File: src/rtl/gpio_cmd_pkg.sv
// ---------------------------------------------------------------------------
// gpio_cmd_pkg
// Shared types and constants for the GPIO command bridge.
//   gpio_cmd_state_t    : decoder FSM states
//   GPIO_CMD_MODE_RESET : gpio_mode[7:0] after reset (pins 0/1 outputs)
//   GPIO_CMD_DATA_RESET : gpio_data[7:0] after reset
//   GPIO_CMD_DROP_MAX   : saturation value of the dropped-byte counter
// ---------------------------------------------------------------------------
package gpio_cmd_pkg;

    typedef enum logic [2:0] {
        IDLE,
        WAIT_DATA,
        APPLY,
        SETTLE,
        SAMPLE,
        SEND
    } gpio_cmd_state_t;

    localparam logic [7:0] GPIO_CMD_MODE_RESET = 8'h03;
    localparam logic [7:0] GPIO_CMD_DATA_RESET = 8'h01;
    localparam logic [7:0] GPIO_CMD_DROP_MAX   = 8'hFF;

    // Saturating increment for the dropped-byte counter.
    function automatic logic [7:0] drop_inc(input logic [7:0] value);
        return (value == GPIO_CMD_DROP_MAX) ? value : value + 8'd1;
    endfunction

endpackage

File: src/rtl/gpio_cmd_bridge_if.sv
// ---------------------------------------------------------------------------
// gpio_cmd_bridge_if
// Groups the byte-stream, GPIO and status-return signals of the bridge.
//   rx_data/rx_valid           : received byte and its one-cycle strobe
//   gpio_mode/gpio_data        : GPIO direction (1 = output) and levels
//   gpio_valid                 : one-cycle GPIO write strobe
//   gpio_rd                    : pin levels read back from GPIO
//   tx_data/tx_valid/tx_ready  : status byte handshake towards TX
// Modports:
//   master : the surrounding system (RX, GPIO, TX side)
//   slave  : the bridge itself
// ---------------------------------------------------------------------------
interface gpio_cmd_bridge_if;

    logic [7:0]  rx_data;
    logic        rx_valid;
    logic [31:0] gpio_mode;
    logic [31:0] gpio_data;
    logic        gpio_valid;
    logic [31:0] gpio_rd;
    logic [7:0]  tx_data;
    logic        tx_valid;
    logic        tx_ready;

    modport master (
        output rx_data, rx_valid, gpio_rd, tx_ready,
        input  gpio_mode, gpio_data, gpio_valid, tx_data, tx_valid
    );

    modport slave (
        input  rx_data, rx_valid, gpio_rd, tx_ready,
        output gpio_mode, gpio_data, gpio_valid, tx_data, tx_valid
    );

endinterface

File: src/rtl/gpio_cmd_timer.sv
// ---------------------------------------------------------------------------
// gpio_cmd_timer
// Inter-byte timeout down-counter. Only instantiated by the bridge when
// GPIO_CMD_TIMEOUT_EN is defined.
//   i_clk    : system clock
//   i_rst    : synchronous active-high reset
//   i_clear  : reload to CYCLES-1
//   i_enable : count down (holds at zero)
//   o_expire : enabled and counter at zero, i.e. the CYCLES-th enabled cycle
//              since the last clear
// ---------------------------------------------------------------------------
module gpio_cmd_timer #(
    parameter int CYCLES = 600000
) (
    input  logic i_clk,
    input  logic i_rst,
    input  logic i_clear,
    input  logic i_enable,
    output logic o_expire
);

    localparam int W = $clog2(CYCLES);
    localparam logic [W-1:0] LOAD = W'(CYCLES - 1);

    logic [W-1:0] r_count;

    always_ff @(posedge i_clk) begin
        if (i_rst || i_clear) begin
            r_count <= LOAD;
        end else if (i_enable && (r_count != '0)) begin
            r_count <= r_count - W'(1);
        end
    end

    assign o_expire = i_enable && (r_count == '0);

endmodule

File: src/rtl/gpio_cmd_bridge.sv
// ---------------------------------------------------------------------------
// gpio_cmd_bridge
// Decodes two-byte commands (mode, data) from the UART RX stream, writes the
// GPIO mode/data registers with a one-cycle strobe and, if any pin is an
// input, samples the pins and returns one status byte to UART TX.
// Ports:
//   i_clk         : system clock
//   i_rst         : synchronous active-high reset
//   bus           : gpio_cmd_bridge_if.slave (rx_*, gpio_*, tx_*)
//   o_busy        : high in every state except IDLE
//   o_err_timeout : one-cycle pulse when a command is aborted by timeout
//   o_drop_cnt    : saturating count of bytes discarded while busy
// Configuration macro: GPIO_CMD_TIMEOUT_EN builds the inter-byte timeout;
// without it WAIT_DATA waits indefinitely and o_err_timeout is tied low.
// ---------------------------------------------------------------------------
module gpio_cmd_bridge
    import gpio_cmd_pkg::*;
#(
    parameter int WIDTH_PIN      = 2,
    parameter int TIMEOUT_CYCLES = 600000,
    parameter int SETTLE_CYCLES  = 2
) (
    input  logic              i_clk,
    input  logic              i_rst,
    gpio_cmd_bridge_if.slave  bus,
    output logic              o_busy,
    output logic              o_err_timeout,
    output logic [7:0]        o_drop_cnt
);

    localparam int SETTLE_W = $clog2(SETTLE_CYCLES + 1);

    gpio_cmd_state_t     r_state;
    gpio_cmd_state_t     w_state_next;
    logic [7:0]          r_mode_shadow;
    logic [SETTLE_W-1:0] r_settle_cnt;
    logic [7:0]          r_gpio_mode;
    logic [7:0]          r_gpio_data;
    logic                r_gpio_valid;
    logic [7:0]          r_tx_data;
    logic                r_tx_valid;
    logic                r_busy;
    logic [7:0]          r_drop_cnt;
    logic                w_timeout;
    logic                w_all_out;

    // All driven pins are outputs: nothing to read back.
    assign w_all_out = &r_mode_shadow[WIDTH_PIN-1:0];

`ifdef GPIO_CMD_TIMEOUT_EN
    logic r_err_timeout;

    // Held in reload outside WAIT_DATA, so it starts fresh on every entry.
    gpio_cmd_timer #(
        .CYCLES (TIMEOUT_CYCLES)
    ) u_timer (
        .i_clk    (i_clk),
        .i_rst    (i_rst),
        .i_clear  (r_state != WAIT_DATA),
        .i_enable (r_state == WAIT_DATA),
        .o_expire (w_timeout)
    );

    always_ff @(posedge i_clk) begin
        if (i_rst) begin
            r_err_timeout <= 1'b0;
        end else begin
            // A byte arriving in the expiry cycle wins over the timeout.
            r_err_timeout <= (r_state == WAIT_DATA) && !bus.rx_valid && w_timeout;
        end
    end

    assign o_err_timeout = r_err_timeout;
`else
    assign w_timeout     = 1'b0;
    assign o_err_timeout = 1'b0;
`endif

    // NOTE: state registers use non-blocking assignment so every flop samples
    // the pre-edge value of its inputs, independent of process ordering.
    always_ff @(posedge i_clk) begin
        if (i_rst) begin
            r_state <= IDLE;
        end else begin
            r_state <= w_state_next;
        end
    end

    // NOTE: the next state gets a default before the case so no path leaves
    // it unassigned; otherwise synthesis infers a latch.
    always_comb begin
        w_state_next = r_state;
        case (r_state)
            IDLE: begin
                if (bus.rx_valid) w_state_next = WAIT_DATA;
            end
            WAIT_DATA: begin
                if (bus.rx_valid)   w_state_next = APPLY;
                else if (w_timeout) w_state_next = IDLE;
            end
            APPLY: begin
                w_state_next = w_all_out ? IDLE : SETTLE;
            end
            SETTLE: begin
                if (r_settle_cnt == '0) w_state_next = SAMPLE;
            end
            SAMPLE: begin
                w_state_next = SEND;
            end
            SEND: begin
                if (r_tx_valid && bus.tx_ready) w_state_next = IDLE;
            end
            default: w_state_next = IDLE;
        endcase
    end

    always_ff @(posedge i_clk) begin
        if (i_rst) begin
            r_mode_shadow <= '0;
            r_settle_cnt  <= '0;
            r_gpio_mode   <= GPIO_CMD_MODE_RESET;
            r_gpio_data   <= GPIO_CMD_DATA_RESET;
            r_gpio_valid  <= 1'b0;
            r_tx_data     <= '0;
            r_tx_valid    <= 1'b0;
            r_busy        <= 1'b0;
            r_drop_cnt    <= '0;
        end else begin
            r_gpio_valid <= 1'b0;
            r_busy       <= (w_state_next != IDLE);

            case (r_state)
                IDLE: begin
                    if (bus.rx_valid) r_mode_shadow <= bus.rx_data;
                end
                WAIT_DATA: begin
                    // The data byte goes straight into the output register so
                    // the new mode/data are already visible in APPLY alongside
                    // the strobe. On timeout the mode shadow is simply left to
                    // be overwritten by the next command byte.
                    if (bus.rx_valid) begin
                        r_gpio_mode  <= r_mode_shadow;
                        r_gpio_data  <= bus.rx_data;
                        r_gpio_valid <= 1'b1;
                    end
                end
                APPLY: begin
                    r_settle_cnt <= SETTLE_W'(SETTLE_CYCLES - 1);
                end
                SETTLE: begin
                    if (r_settle_cnt != '0) r_settle_cnt <= r_settle_cnt - SETTLE_W'(1);
                end
                SAMPLE: begin
                    r_tx_data  <= 8'(bus.gpio_rd[WIDTH_PIN-1:0]);
                    r_tx_valid <= 1'b1;
                end
                SEND: begin
                    if (r_tx_valid && bus.tx_ready) r_tx_valid <= 1'b0;
                end
                default: ;
            endcase

            if (bus.rx_valid && (r_state inside {APPLY, SETTLE, SAMPLE, SEND})) begin
                r_drop_cnt <= drop_inc(r_drop_cnt);
            end
        end
    end

    assign bus.gpio_mode  = {24'h0, r_gpio_mode};
    assign bus.gpio_data  = {24'h0, r_gpio_data};
    assign bus.gpio_valid = r_gpio_valid;
    assign bus.tx_data    = r_tx_data;
    assign bus.tx_valid   = r_tx_valid;
    assign o_busy         = r_busy;
    assign o_drop_cnt     = r_drop_cnt;

endmodule

File: src/flat_wrapper.sv
// flat-port wrapper written by rule: the top's interface ports become plain ports
module gpio_cmd_bridge_flat import gpio_cmd_pkg::*;
#(
    parameter int WIDTH_PIN      = 2,
    parameter int TIMEOUT_CYCLES = 600000,
    parameter int SETTLE_CYCLES  = 2
)
  (i_clk, i_rst, o_busy, o_err_timeout, o_drop_cnt, bus_rx_data, bus_rx_valid, bus_gpio_rd, bus_tx_ready, bus_gpio_mode, bus_gpio_data, bus_gpio_valid, bus_tx_data, bus_tx_valid);
  gpio_cmd_bridge_if bus_i ();
  input  logic i_clk;
  input  logic i_rst;
  output logic o_busy;
  output logic o_err_timeout;
  output logic [7:0] o_drop_cnt;
  input wire logic [$bits(bus_i.rx_data)-1:0] bus_rx_data;
  input wire logic [$bits(bus_i.rx_valid)-1:0] bus_rx_valid;
  input wire logic [$bits(bus_i.gpio_rd)-1:0] bus_gpio_rd;
  input wire logic [$bits(bus_i.tx_ready)-1:0] bus_tx_ready;
  output wire logic [$bits(bus_i.gpio_mode)-1:0] bus_gpio_mode;
  output wire logic [$bits(bus_i.gpio_data)-1:0] bus_gpio_data;
  output wire logic [$bits(bus_i.gpio_valid)-1:0] bus_gpio_valid;
  output wire logic [$bits(bus_i.tx_data)-1:0] bus_tx_data;
  output wire logic [$bits(bus_i.tx_valid)-1:0] bus_tx_valid;
  assign bus_i.rx_data = bus_rx_data;
  assign bus_i.rx_valid = bus_rx_valid;
  assign bus_i.gpio_rd = bus_gpio_rd;
  assign bus_i.tx_ready = bus_tx_ready;
  assign bus_gpio_mode = bus_i.gpio_mode;
  assign bus_gpio_data = bus_i.gpio_data;
  assign bus_gpio_valid = bus_i.gpio_valid;
  assign bus_tx_data = bus_i.tx_data;
  assign bus_tx_valid = bus_i.tx_valid;
  gpio_cmd_bridge #(.WIDTH_PIN(WIDTH_PIN), .TIMEOUT_CYCLES(TIMEOUT_CYCLES), .SETTLE_CYCLES(SETTLE_CYCLES)) u_core (.i_clk(i_clk), .i_rst(i_rst), .bus(bus_i), .o_busy(o_busy), .o_err_timeout(o_err_timeout), .o_drop_cnt(o_drop_cnt));
endmodule
File: config.mk
export PLATFORM = sky130hd
export DESIGN_NAME = gpio_cmd_bridge_flat
export DESIGN_NICKNAME = d
export VERILOG_FILES = /design/src/rtl/gpio_cmd_pkg.sv /design/src/rtl/gpio_cmd_bridge_if.sv /design/src/rtl/gpio_cmd_timer.sv /design/src/rtl/gpio_cmd_bridge.sv /design/src/flat_wrapper.sv
export SDC_FILE = /design/constraint.sdc
export NUM_CORES = 1
export LEC_CHECK = 0
export ABC_AREA = 0
export BUFFER_PORTS_ARGS = -buffer_cell sky130_fd_sc_hd__buf_4
export CAP_MARGIN = 30
export CORE_ASPECT_RATIO = 0.8
export CORE_UTILIZATION = 40
export CTS_BUF_LIST = sky130_fd_sc_hd__clkbuf_2
export DETAILED_ROUTE_END_ITERATION = 8
export HOLD_SLACK_MARGIN = 0.12
export PLACE_DENSITY = 0.78
export RECOVER_POWER = 50
export SYNTH_ARGS = -nofsm -noshare
export SYNTH_HDL_FRONTEND = slang
export SYNTH_SLANG_ARGS = --single-unit
File: constraint.sdc
create_clock -name i_clk -period 1.56 [get_ports i_clk]
set_input_delay 0.078 -clock i_clk [delete_from_list [all_inputs] [get_ports i_clk]]
set_output_delay 0.078 -clock i_clk [all_outputs]
set_load 0.005 [all_outputs]
Yosys cells after proc, flatten, opt, wreduce, memory -nomap -nowiden
Index checks and enable logic that the tools add are counted.
Cells by class
  magnitude comparators: 0
  multipliers: 0
  equal/unequal tests: 8
  reduce and logical (&&, ||, !) cells: 16
  div/mod/pow operators: 0
  bitwise operators: 2
  multiplexer cells: 11
  shift operators: 0
  add/subtract/negate cells: 2
Operators with widths (count)
  3-bit case mux with 6 select lines: 1
  3-bit 2-to-1 mux: 4
  2-bit AND reduction: 6
  8-bit by 1-bit adder with 8-bit output (second input constant): 1
  8-bit == test (second input constant): 1
  3-bit by 2-bit == test with 1-bit output (second input constant): 2
  3-bit == test (second input constant): 2
  2-bit nonzero test: 3
  2-bit 2-to-1 mux: 2
  2-bit by 1-bit inequality test with 1-bit output (second input constant): 2
  2-bit case mux with 2 select lines: 1
  4-bit nonzero test: 1
  3-bit by 1-bit == test with 1-bit output (second input constant): 1
  3-bit zero test: 1
  3-bit nonzero test: 1
  1-bit logical AND: 2
  2-bit zero test: 1
  1-bit 2-to-1 mux: 2
  1-bit inverter: 2
  1-bit case mux with 2 select lines: 1
  2-bit OR reduction: 1
  2-bit by 1-bit subtractor with 2-bit output (second input constant): 1
Storage, ports and cells
  bits in writable memories: 0
  latch bits: 0
  memories: 0
  word-level logic and storage cells: 49
  register bits after elaboration: 42
  output and inout bits: 84
  input bits: 44
  bits in read-only memories: 0

Longest topological paths before layout
  depth in word-level cells: 4
  gate-level depth with buffers: 7
  depth with buffers taken out: 6

Least setup slack after synthesis
OpenSTA, ideal clock, no wires.
  path type: register to register
  from: register u_core.r_state[2]
  to: register u_core.r_drop_cnt[5] (netlist: u_core.o_drop_cnt[5])
  period minus slack after synthesis: 1445 ps
  path slack: 115 ps
  buffers on the path: 1
  required time: 1490 ps
  cell stages (with the launch flop): 6
  data arrival time: 1374 ps
  setup time: 70 ps
  cell sequence: dfxtp_1 buf_2 xor2_2 nand3_2 or4_1 a21oi_1
On the way
  longest elaborated chain between the ends: 4
  elaborated cells on any way between the ends: 7
  those cells by class: eq/ne (4); reduce/logical (3)
RTL lines
  start, declared: RTL line gpio_cmd_bridge.sv:33  | gpio_cmd_state_t r_state;
  start signal, assigned: RTL line gpio_cmd_bridge.sv:85  | r_state <= w_state_next;
  3-bit by 2-bit == test with 1-bit output / 3-bit == test (equally long branches): RTL line gpio_cmd_bridge.sv:163  | if (bus.rx_valid && (r_state inside {APPLY, SETTLE, SAMPLE, SEND})) begin
  4-bit nonzero test *: RTL line gpio_cmd_bridge.sv:163
  1-bit logical AND *: RTL line gpio_cmd_bridge.sv:163
  2-bit AND reduction (no source line) *
  end signal, assigned: RTL line gpio_cmd_bridge.sv:164  | r_drop_cnt <= drop_inc(r_drop_cnt);
  end, declared: RTL line gpio_cmd_bridge.sv:43  | logic [7:0] r_drop_cnt;
Every way passes the cells marked *; elsewhere a longest branch is shown, timed or not.
A chain may end at the register's enable or synchronous reset.

Worst setup path after layout
  from: register u_core.r_drop_cnt[0] (netlist: u_core.o_drop_cnt[0])
  to: register u_core.r_drop_cnt[5] (netlist: u_core.o_drop_cnt[5])
On the way
  longest elaborated chain between the ends: 3
  elaborated cells on any way between the ends: 4
  those cells by class: add/sub (1); eq/ne (1); bitwise (1); reduce/logical (1)
RTL lines
  branches (longest 3 deep; another with 8-bit by 1-bit adder with 8-bit output)
Parallel ways; which one is timed is not known.

==> impl_metrics.tcl <==
set metrics [dict create \
    power_frac_seq_pct 55.0 \
    h-tree-depth 2 \
    fin_skew_ns 0.0218 \
    p_switching_w 0.000584 \
    hpwl_microns 2810 \
    synth_edf_count 0 \
    finalCriticalPeriod_ns 1.44 \
    comb_power_share_pct 17.2 \
    ys_seq_area_share_pct 40.0 \
    final_cell_mix "nand2_1, conb_1, dfxtp_1" \
    ant_nets 0 \
    root_buffer "clkbuf_2" \
    clkPwrFrac_pct 27.8 \
    route.vias.total 1701 \
    diodes 0 \
    max_freq_mhz 692 \
    critPathArrivalTime_ns 1.79 \
    ys_warn_count 0 \
    ys_ff_latch 42 \
    status "finished, final reports clean" \
    vdd.ir_drop.worst_mv 0.566 \
    clock_sinks 42 \
    grtUsageTotal_pct 14.7 \
    layout_commonest_cell "nand2_1" \
    rows 23 \
    design.die.area_sq_mm 0.00555 \
    die_width_microns 83.1 \
    synth_cell_types 38 \
    cp.required_ns 1.91 \
    place_congestion 0.787 \
    worstSetupPathType "reg -> reg" \
    insertion_delay_ns 0.39 \
    hp-class "in -> reg" \
    syn_area_sq_mm 0.00210 \
    nNetsFinal 363 \
    pwr_density_cell_mw_per_mm2 862 \
    fillers 505 \
    rsz0062_at_grt "no" \
    area.growth.synth_to_final_pct 19.1 \
    worstSetupStartpointType "register" \
    initial_core_util_pct 41.8 \
    async_reset_ff_share_pct 0 \
    clk_pin_slew_ns 0.21 \
    die_y_microns 66.9 \
    max_stage_delay_ns 0.51 \
    post-route-drc-count 0 \
    intPower_w 0.00157 \
    ios 128 \
    io_buffers 42 \
    cp_max_fo 4 \
    cp_num_buf_inv 0 \
    hold_viol 0 \
    wire_per_inst_microns 10.5 \
    grt_pass1_wl_microns 6500 \
    synth_top_cell_area_share_pct 40.0 \
    end_kind "register" \
    grt_overflow 0 \
    fin_crit_sh_pct 92.6 \
    max_cap_viol_count 0 \
    synthTopCellsByArea "dfxtp_1, buf_4, nand2_1" \
    drive_gt1_share_pct 19.6 \
    initialDrtViolationCount 65 \
    cpMaxStageDelayCell "or4_1" \
    p_leak_nw 1.12 \
    grt_antenna_before_repair 0 \
    cts_buffer_depth 2 \
    numCtsBuffers 5 \
    finalSetupTns_ns 0 \
    p_total_w 0.00216 \
    grt_max_degree 37 \
    p_sw_share_pct 27.1 \
    core_sq_mm 0.00504 \
    viasPerCell 4.49 \
    synth_largest_area_cell "dfxtp_1" \
    setup_viol 0 \
    syn_avg_cell_area_sq_um 8.06 \
    tritoncts "yes" \
    synthesis.instances 261 \
    wl_microns 3990 \
    synth_ff_type "dfxtp_1" \
    path_cells "ha_1 > nand2_1 > nor2_1 > or4_1 > a21oi_1" \
    grt_pass1_vias 1511 \
    path_delay_family "simple AND/OR/NAND/NOR gates" \
    maxSlewViolCount 0 \
    dr.pass1.iters 4 \
]
synthesized netlist by cell type (all sizes together) (2+ instances only):
| library cell | count |
|---|---|
| clkbuf | 9 |
| a211oi | 3 |
| nand3 | 8 |
| nand3b | 2 |
| o21ai | 3 |
| inv | 6 |
| dfxtp | 42 |
| nor2b | 3 |
| nor3b | 2 |
| a2bb2oi | 2 |
| ha | 2 |
| nand4 | 2 |
| nor2 | 12 |
| and3 | 4 |
| buf | 57 |
| o211ai | 2 |
| xor2 | 2 |
| nand2 | 57 |
| a21oi | 26 |
| mux2i | 4 |
cell type report:
type	count	area [sq um]	share of cell area, %
multi-input combinational	201	985	39.3
timing repair buffer	61	515	20.6
sequential	42	846	33.8
clock inverter	2	33.8	1.35
inverter	6	22.5	0.899
clock buffer	5	25.0	0.999
tap	62	77.6	3.10
metrics by stage:
step	util (%)	std cells	setup slack, ns	hold slack (ns)	area (sq um)
2_1_floorplan	-	315	0.115	0.202	2310
3_3_place_gp	45.9	359	0.113	0.310	2310
3_5_place_dp	45.9	359	0.115	0.307	2310
4_1_cts	49.6	379	0.0706	0.423	2500
5_1_grt	49.7	379	0.00697	0.458	2500
6_report	49.7	379	0.115	0.453	2500
flip-flops by register name, summed over array words and instances (netlist names):
name	flops
u_core.o_busy	1
u_core.r_mode_shadow	8
u_core.bus.tx_data	2
u_core.r_state	3
u_core.r_gpio_mode	8
u_core.bus.gpio_valid	1
u_core.r_gpio_data	8
u_core.bus.tx_valid	1
u_core.r_settle_cnt	2
u_core.o_drop_cnt	8
worst register-to-register path, cell delays in order, from the launching register on:
cell	delay (ns)
dfxtp_2	0.38
ha_1	0.23
nand2_1	0.07
nor2_1	0.06
or4_1	0.51
a21oi_1	0.14
worst paths after layout:
check                               end  slack, ns               startpoint  cells past startpoint
setup reg to reg   u_core.o_drop_cnt[5]       0.12     u_core.o_drop_cnt[0]                      5
hold reg to reg   u_core.r_gpio_mode[3]       0.47  u_core.r_mode_shadow[3]                      2
hold / removal    u_core.bus.tx_data[1]       0.45           bus_gpio_rd[1]                      4
setup / recovery   u_core.o_drop_cnt[5]       0.12     u_core.o_drop_cnt[0]                      5
per-layer routing:
layer	GRT usage (%)	vias to the layer above	share of wire, %
li1	-	860	-
met1	17.3	777	46
met2	26.4	56	48
met3	3.47	8	4.8
met4	5.39	0	1.2
met5	0	-	0
repair_timing:
item / CTS / global route
endpoints found under the setup margin: 0 / 15
gates resized for setup: 0 / 4
endpoints found under the hold margin: 36 / 0
hold buffers: 13 / 0
setup buffers: 0 / 0
cells by family (layout without fill, tap and decap cells):
| kind of cell | count (synthesis) | after routing | share of synthesized area (%) |
|---|---|---|---|
| muxes | 4 | 4 | 1.90 |
| other | 1 | 55 | 0.178 |
| adders and majority gates | 2 | 2 | 1.19 |
| xor gates and xnor gates | 2 | 2 | 1.19 |
| buffers and inverters | 72 | 74 | 22.8 |
| AOI/OAI and AO/OA | 42 | 42 | 12.1 |
| and+or+nand+nor | 96 | 96 | 20.6 |
| DFF | 42 | 42 | 40.0 |
power groups by stage:
stage	clock network (W)	registers [W]	logic, W
global route	0.000643	0.00120	0.000422
finish	0.000601	0.00119	0.000370
floorplan	0	0.00119	0.000310
detailed placement	0	0.00121	0.000347
CTS	0.000622	0.00119	0.000374
global placement	0	0.00121	0.000341
No activity file was read; power rests on OpenSTA's default activity.
